File: config.mk
export PLATFORM = sky130hd
export DESIGN_NAME = iddr_word_align
export DESIGN_NICKNAME = d
export VERILOG_FILES = /design/src/rtl/iddr_align_pkg.sv /design/src/rtl/iddr_align_cnt.sv /design/src/rtl/iddr_word_align.sv
export SDC_FILE = /design/constraint.sdc
export NUM_CORES = 1
export LEC_CHECK = 0
export ABC_AREA = 0
export CAP_MARGIN = 20
export CORE_ASPECT_RATIO = 1.4
export CORE_MARGIN = 3
export CORE_UTILIZATION = 41
export CTS_BUF_LIST = sky130_fd_sc_hd__clkbuf_4 sky130_fd_sc_hd__clkbuf_8
export CTS_CLUSTER_SIZE = 8
export DETAILED_ROUTE_END_ITERATION = 12
export PLACE_DENSITY_LB_ADDON = 0.25
export SYNTH_ARGS = -nofsm -noshare
export SYNTH_HDL_FRONTEND = slang
export SYNTH_SLANG_ARGS = --single-unit
File: constraint.sdc
create_clock -name SCLK -period 2.35 [get_ports SCLK]
set_input_delay 0.47 -clock SCLK [delete_from_list [all_inputs] [get_ports SCLK]]
set_output_delay 0.47 -clock SCLK [all_outputs]
set_load 0.05 [all_outputs]
File: src/rtl/iddr_align_pkg.sv
// Shared definitions for the IDDR training-pattern word aligner.
//   state_t         : aligner FSM states
//   DEFAULT_PATTERN : training word sent by the far end during training
//   rot4()          : rotate a 4-bit word left by n positions. The aligner uses it
//                     to check that the pattern can be aligned unambiguously, and
//                     gearbox models use it to predict the word at a given offset.
package iddr_align_pkg;

  typedef enum logic [2:0] {
    S_IDLE,
    S_CHECK,
    S_SLIP,
    S_SETTLE,
    S_LOCK,
    S_FAIL
  } state_t;

  localparam logic [3:0] DEFAULT_PATTERN = 4'b0011;

  function automatic logic [3:0] rot4(input logic [3:0] word, input logic [1:0] n);
    logic [7:0] dbl;
    dbl = {word, word} << n;
    return dbl[7:4];
  endfunction

endpackage

File: src/rtl/iddr_align_cnt.sv
// Saturating up-counter with synchronous clear.
//   clk  : clock
//   rstn : synchronous active-low reset (count -> 0)
//   clr  : clear to 0; takes priority over inc
//   inc  : increment by one, holding at MAX instead of wrapping
//   cnt  : current count
module iddr_align_cnt #(
  parameter int MAX = 8,
  parameter int W   = $clog2(MAX + 1)
) (
  input  logic         clk,
  input  logic         rstn,
  input  logic         clr,
  input  logic         inc,
  output logic [W-1:0] cnt
);

  always_ff @(posedge clk) begin
    if (!rstn) begin
      cnt <= '0;
    end else if (clr) begin
      cnt <= '0;
    end else if (inc && (cnt != W'(MAX))) begin
      cnt <= cnt + W'(1);
    end
  end

endmodule

File: src/rtl/iddr_word_align.sv
// Training-pattern word aligner placed after a 1:4 DDR input gearbox.
// The gearbox word is registered, compared against PATTERN, and on mismatch a
// single-cycle ALIGNWD slip request is sent back. After each slip the gearbox
// pipeline is given SETTLE cycles, then MATCH_CNT consecutive matches declare
// lock. While locked and TRAIN_EN=1, LOSS_CNT consecutive mismatches drop lock.
//   SCLK      : word clock
//   RSTN      : synchronous active-low reset
//   Q         : gearbox word {Q3,Q2,Q1,Q0}
//   TRAIN_EN  : 1 = train / keep monitoring, 0 = idle or data mode when locked
//   ALIGNWD   : slip request, one SCLK cycle per slip
//   LOCKED    : alignment achieved
//   ALIGN_ERR : MAX_SLIPS used up without lock; held until TRAIN_EN=0
//   DOUT      : Q delayed by two cycles
//   DVALID    : equals LOCKED, aligned with DOUT
//   SLIPS     : slips issued in the current attempt
module iddr_word_align
  import iddr_align_pkg::*;
#(
  parameter logic [3:0] PATTERN   = DEFAULT_PATTERN,
  parameter int         MATCH_CNT = 8,
  parameter int         SETTLE    = 4,
  parameter int         LOSS_CNT  = 4,
  parameter int         MAX_SLIPS = 8
) (
  input  logic                           SCLK,
  input  logic                           RSTN,
  input  logic [3:0]                     Q,
  input  logic                           TRAIN_EN,
  output logic                           ALIGNWD,
  output logic                           LOCKED,
  output logic                           ALIGN_ERR,
  output logic [3:0]                     DOUT,
  output logic                           DVALID,
  output logic [$clog2(MAX_SLIPS+1)-1:0] SLIPS
);

  localparam int MW = $clog2(MATCH_CNT + 1);
  localparam int TW = $clog2(SETTLE + 1);
  localparam int LW = $clog2(LOSS_CNT + 1);
  localparam int CW = $clog2(MAX_SLIPS + 1);

  // A pattern equal to one of its own rotations cannot identify word alignment.
  if ((rot4(PATTERN, 2'd1) == PATTERN) || (rot4(PATTERN, 2'd2) == PATTERN) ||
      (MATCH_CNT < 1) || (SETTLE < 2) || (LOSS_CNT < 1) || (MAX_SLIPS < 1)) begin : g_bad_params
    $error("iddr_word_align: illegal parameter set");
  end

  state_t        state_reg, state_next;
  logic [3:0]    q_reg, dout_reg;
  logic          alignwd_reg, locked_reg, align_err_reg;
  logic          armed_reg;
  logic          match;
  logic [MW-1:0] match_cnt;
  logic [TW-1:0] settle_cnt;
  logic [LW-1:0] loss_cnt;
  logic [CW-1:0] slip_cnt;
  logic          match_inc, match_clr, settle_inc, settle_clr;
  logic          loss_inc, loss_clr, slip_inc, slip_clr;

  assign match = (q_reg == PATTERN);

  iddr_align_cnt #(.MAX(MATCH_CNT)) u_match_cnt (
    .clk(SCLK), .rstn(RSTN), .clr(match_clr), .inc(match_inc), .cnt(match_cnt));
  iddr_align_cnt #(.MAX(SETTLE)) u_settle_cnt (
    .clk(SCLK), .rstn(RSTN), .clr(settle_clr), .inc(settle_inc), .cnt(settle_cnt));
  iddr_align_cnt #(.MAX(LOSS_CNT)) u_loss_cnt (
    .clk(SCLK), .rstn(RSTN), .clr(loss_clr), .inc(loss_inc), .cnt(loss_cnt));
  iddr_align_cnt #(.MAX(MAX_SLIPS)) u_slip_cnt (
    .clk(SCLK), .rstn(RSTN), .clr(slip_clr), .inc(slip_inc), .cnt(slip_cnt));

  always_ff @(posedge SCLK) begin
    if (!RSTN) begin
      state_reg <= S_IDLE;
    end else begin
      state_reg <= state_next;
    end
  end

  always_comb begin
    state_next = state_reg;
    match_inc  = 1'b0;
    match_clr  = 1'b0;
    settle_inc = 1'b0;
    settle_clr = 1'b0;
    loss_inc   = 1'b0;
    loss_clr   = 1'b0;
    slip_inc   = 1'b0;
    slip_clr   = 1'b0;
    case (state_reg)
      S_IDLE: begin
        if (TRAIN_EN) state_next = S_CHECK;
      end
      S_CHECK: begin
        if (!TRAIN_EN) begin
          state_next = S_IDLE;
        end else if (armed_reg) begin
          // The word seen on the first CHECK cycle was captured before CHECK was
          // entered, so only words captured while in CHECK are counted.
          if (match) begin
            match_inc = 1'b1;
            if (match_cnt == MW'(MATCH_CNT - 1)) begin
              state_next = S_LOCK;
              match_clr  = 1'b1;
            end
          end else begin
            match_clr = 1'b1;
            if (slip_cnt == CW'(MAX_SLIPS)) begin
              state_next = S_FAIL;
            end else begin
              state_next = S_SLIP;
              slip_inc   = 1'b1;  // SLIPS rises together with ALIGNWD
            end
          end
        end
      end
      S_SLIP: begin
        settle_clr = 1'b1;
        state_next = TRAIN_EN ? S_SETTLE : S_IDLE;
      end
      S_SETTLE: begin
        if (!TRAIN_EN) begin
          state_next = S_IDLE;
        end else if (settle_cnt == TW'(SETTLE - 1)) begin
          state_next = S_CHECK;
          match_clr  = 1'b1;
        end else begin
          settle_inc = 1'b1;
        end
      end
      S_LOCK: begin
        if (!TRAIN_EN) begin
          loss_clr = 1'b1;  // data mode: lock is held whatever arrives
        end else if (match) begin
          loss_clr = 1'b1;
        end else if (loss_cnt == LW'(LOSS_CNT - 1)) begin
          state_next = S_CHECK;
          loss_clr   = 1'b1;
          slip_clr   = 1'b1;
          match_clr  = 1'b1;
        end else begin
          loss_inc = 1'b1;
        end
      end
      S_FAIL: begin
        if (!TRAIN_EN) state_next = S_IDLE;
      end
      default: state_next = S_IDLE;
    endcase
    if (state_next == S_IDLE) begin
      match_clr  = 1'b1;
      settle_clr = 1'b1;
      loss_clr   = 1'b1;
      slip_clr   = 1'b1;
    end
  end

  // Outputs are decoded from the next state so they change on the same edge as
  // the state itself.
  always_ff @(posedge SCLK) begin
    if (!RSTN) begin
      q_reg         <= '0;
      dout_reg      <= '0;
      alignwd_reg   <= 1'b0;
      locked_reg    <= 1'b0;
      align_err_reg <= 1'b0;
      armed_reg     <= 1'b0;
    end else begin
      q_reg         <= Q;
      dout_reg      <= q_reg;
      alignwd_reg   <= (state_next == S_SLIP);
      locked_reg    <= (state_next == S_LOCK);
      align_err_reg <= (state_next == S_FAIL);
      armed_reg     <= (state_reg == S_CHECK);
    end
  end

  assign ALIGNWD   = alignwd_reg;
  assign LOCKED    = locked_reg;
  assign DVALID    = locked_reg;
  assign ALIGN_ERR = align_err_reg;
  assign DOUT      = dout_reg;
  assign SLIPS     = slip_cnt;

  // The gearbox edge-detects ALIGNWD, so back-to-back high cycles would merge.
  a_single_slip: assert property (@(posedge SCLK) disable iff (!RSTN) ALIGNWD |=> !ALIGNWD);

endmodule

==> results.json <==
{
  "drtIter0Drc": 37,
  "syn-num-nets": 170,
  "grt_pass1_wl_um": 5260,
  "clock_skew_ns": 0.00444,
  "grt_max_degree": 14,
  "holdBufCountCts": 0,
  "io_pins": 19,
  "post_cts_resized": 0,
  "vias_per_cell": 5.14,
  "critPathArrivalTime_ns": 2.17,
  "yosys.cell_count.top_type": "dfxtp_1",
  "io_buffer_count": 18,
  "grt_antenna_before_repair": 0,
  "synth_top_area_share_pct": 39.5,
  "grt_setup_unrepaired": "no",
  "hold_viol_final": 0,
  "grtUsageTotal_pct": 15.5,
  "cp-end-kind": "flop",
  "wl_per_cell_um": 13.3,
  "clock_sinks": 29,
  "yosysUniqueCellTypes": 43,
  "synth_cells": 153,
  "yosys-top-cells-count": "dfxtp_1 (29), inv_1 (14), nand2_1 (11), ha_1 (10), nor3_1 (9)",
  "utilization_pct": 53.6,
  "regArea_sq_um": 581,
  "cts_setup_buffers": 0,
  "cp.required_ns": 2.52,
  "synth_seq_cells": 29,
  "multi_input_area_sq_um": 800,
  "worstSkewPairLatency_ns": 0.28,
  "status": "completed",
  "cts_buffer_depth": 2,
  "crit_path_max_fanout": 6,
  "drive_above_1_share_pct": 15.9,
  "cts_made_buffers": 5,
  "fillers": 308,
  "tns_ns": 0,
  "synthesis.area_sq_mm": 0.00147,
  "htree_levels": 2,
  "die_h_um": 76.9,
  "ir_worst_vdd_mv": 0.361,
  "grt_pass1_vias": 1200,
  "cts_tree": "done",
  "synth.avg_cell_area_sq_um": 9.62,
  "power_density_mw_per_mm2": 561,
  "seq_area_frac_synth_pct": 39.5,
  "dieArea_sq_mm": 0.00435,
  "nNetsFinal": 198,
  "min_period_ns": 2.00,
  "gp_congestion": 0.792,
  "max_freq_mhz": 499,
  "die_w_um": 56.6,
  "post_layout_nonfiller_instances": 222,
  "cts-root-buf": "clkbuf_8",
  "antenna_cells": 0,
  "async_reset_ff_share_pct": 0,
  "drtPass1Iterations": 5,
  "path_clk_slew_ns": 0.06,
  "slew_viol_final": 0,
  "synth_edf_count": 0,
  "leakage_nw": 0.704,
  "rows": 25,
  "routed_wl_um": 2960,
  "syn2layout_area_growth_pct": 24.1,
  "core_area_sq_mm": 0.00341,
  "overflow": 0,
  "start_util_pct": 43.2,
  "placed_cells": 214,
  "period_share_pct": 85.3,
  "ys.flop_type": "dfxtp_1",
  "hpwl_um": 2290,
  "ys_warn_count": 0,
  "postRouteAntennaNets": 0,
  "max-slew-margin-rel_pct": 63.9,
  "crit_path_start_kind": "primary input",
  "setup_viol": 0,
  "maxCapViolCount": 0,
  "synth_area_leader_cell": "dfxtp_1",
  "synth.area.top_cells": "dfxtp_1 (39%), ha_1 (8.5%), xnor2_1 (4.8%)",
  "via_count": 1142,
  "hp-class": "reg2reg",
  "drc_errors": 0,
  "crit_type": "in2reg",
  "tightestPinTransition_ns": 0.541
}
==> kinds of logic (layout without fill, tap and decap cells) <==
kind of cell               after synthesis  count (layout)  synth area share, %
and+or+nand+nor                         66              66                 29.2
muxes                                    5               5                 3.40
AOI/OAI and AO/OA                       16              16                 8.50
buffers and inverters                   19              48                 6.21
adders and majority gates               10              10                 8.50
xor gates and xnor gates                 8               8                 4.76
DFF                                     29              29                 39.5
==> per-stage QoR <==
| step | instance area, sq um | hold WS (ns) | setup WS (ns) | power, mW |
|---|---|---|---|---|
| finish | 1830 | 0.483 | 0.345 | 1.02 |
| detailed placement | 1740 | 0.474 | 0.0588 | 0.615 |
| floorplan | 1470 | 0.437 | 0.268 | 0.575 |
| global route | 1830 | 0.505 | 0.254 | 1.07 |
| CTS | 1830 | 0.489 | 0.342 | 1.04 |
| global placement | 1740 | 0.467 | 0.135 | 0.614 |
==> layer usage <==
layer / wire length, um / global-route usage, %
met2: 1590 / 27.8
met5: 0 / 0
met1: 1130 / 15.4
met4: 54 / 6.65
met3: 180 / 6.40
==> worst max-delay path: stages <==
cell and delay (ns):
clkdlybuf4s50_1 0.55, and4bb_4 0.30, and2_4 0.15, a32o_1 0.22
nor4_1 0.08, buf_4 0.14, a2111oi_1 0.25
==> final timing paths <==
kind                                from             endpoint  slack [ns]  cells after the start
worst min-delay path            q_reg[3]              DOUT[3]        0.48                      1
worst max-delay path            TRAIN_EN  u_settle_cnt.cnt[2]        0.35                      7
worst max register to register  q_reg[2]  u_settle_cnt.cnt[0]        0.38                      7
worst min register to register  q_reg[3]              DOUT[3]        0.48                      1
==> where the power goes <==
part	total [mW]	leakage (nW)	internal, mW	switching, mW
Combinational	0.0962	0.419	0.0483	0.0479
Sequential	0.509	0.236	0.501	0.00785
Clock	0.420	0.0498	0.244	0.176
==> layout make-up <==
type / count / share of cell area, %
well taps: 40 / 2.74
multi-input cells: 105 / 43.8
repair buffers: 26 / 13.8
clock buffers: 8 / 5.00
inverters: 14 / 2.88
flip-flops and latches: 29 / 31.8
==> layout by cell type (no fill, tap or decap), types with 2 or more instances in the layout <==
cell type,instances
xnor2_1,8
buf_4,7
ha_1,10
dfxtp_1,29
clkbuf_8,5
nand2_1,11
nand3_1,5
nor3_1,9
o21ai_0,2
and2_1,8
nor2_1,6
nand3b_1,2
o31ai_1,2
inv_1,14
clkbuf_4,3
nor3_2,4
and3_1,2
mux2i_1,5
a21oi_1,3
nor2b_1,6
clkdlybuf4s50_1,18
Note: power is estimated with default switching activity, not from simulation.
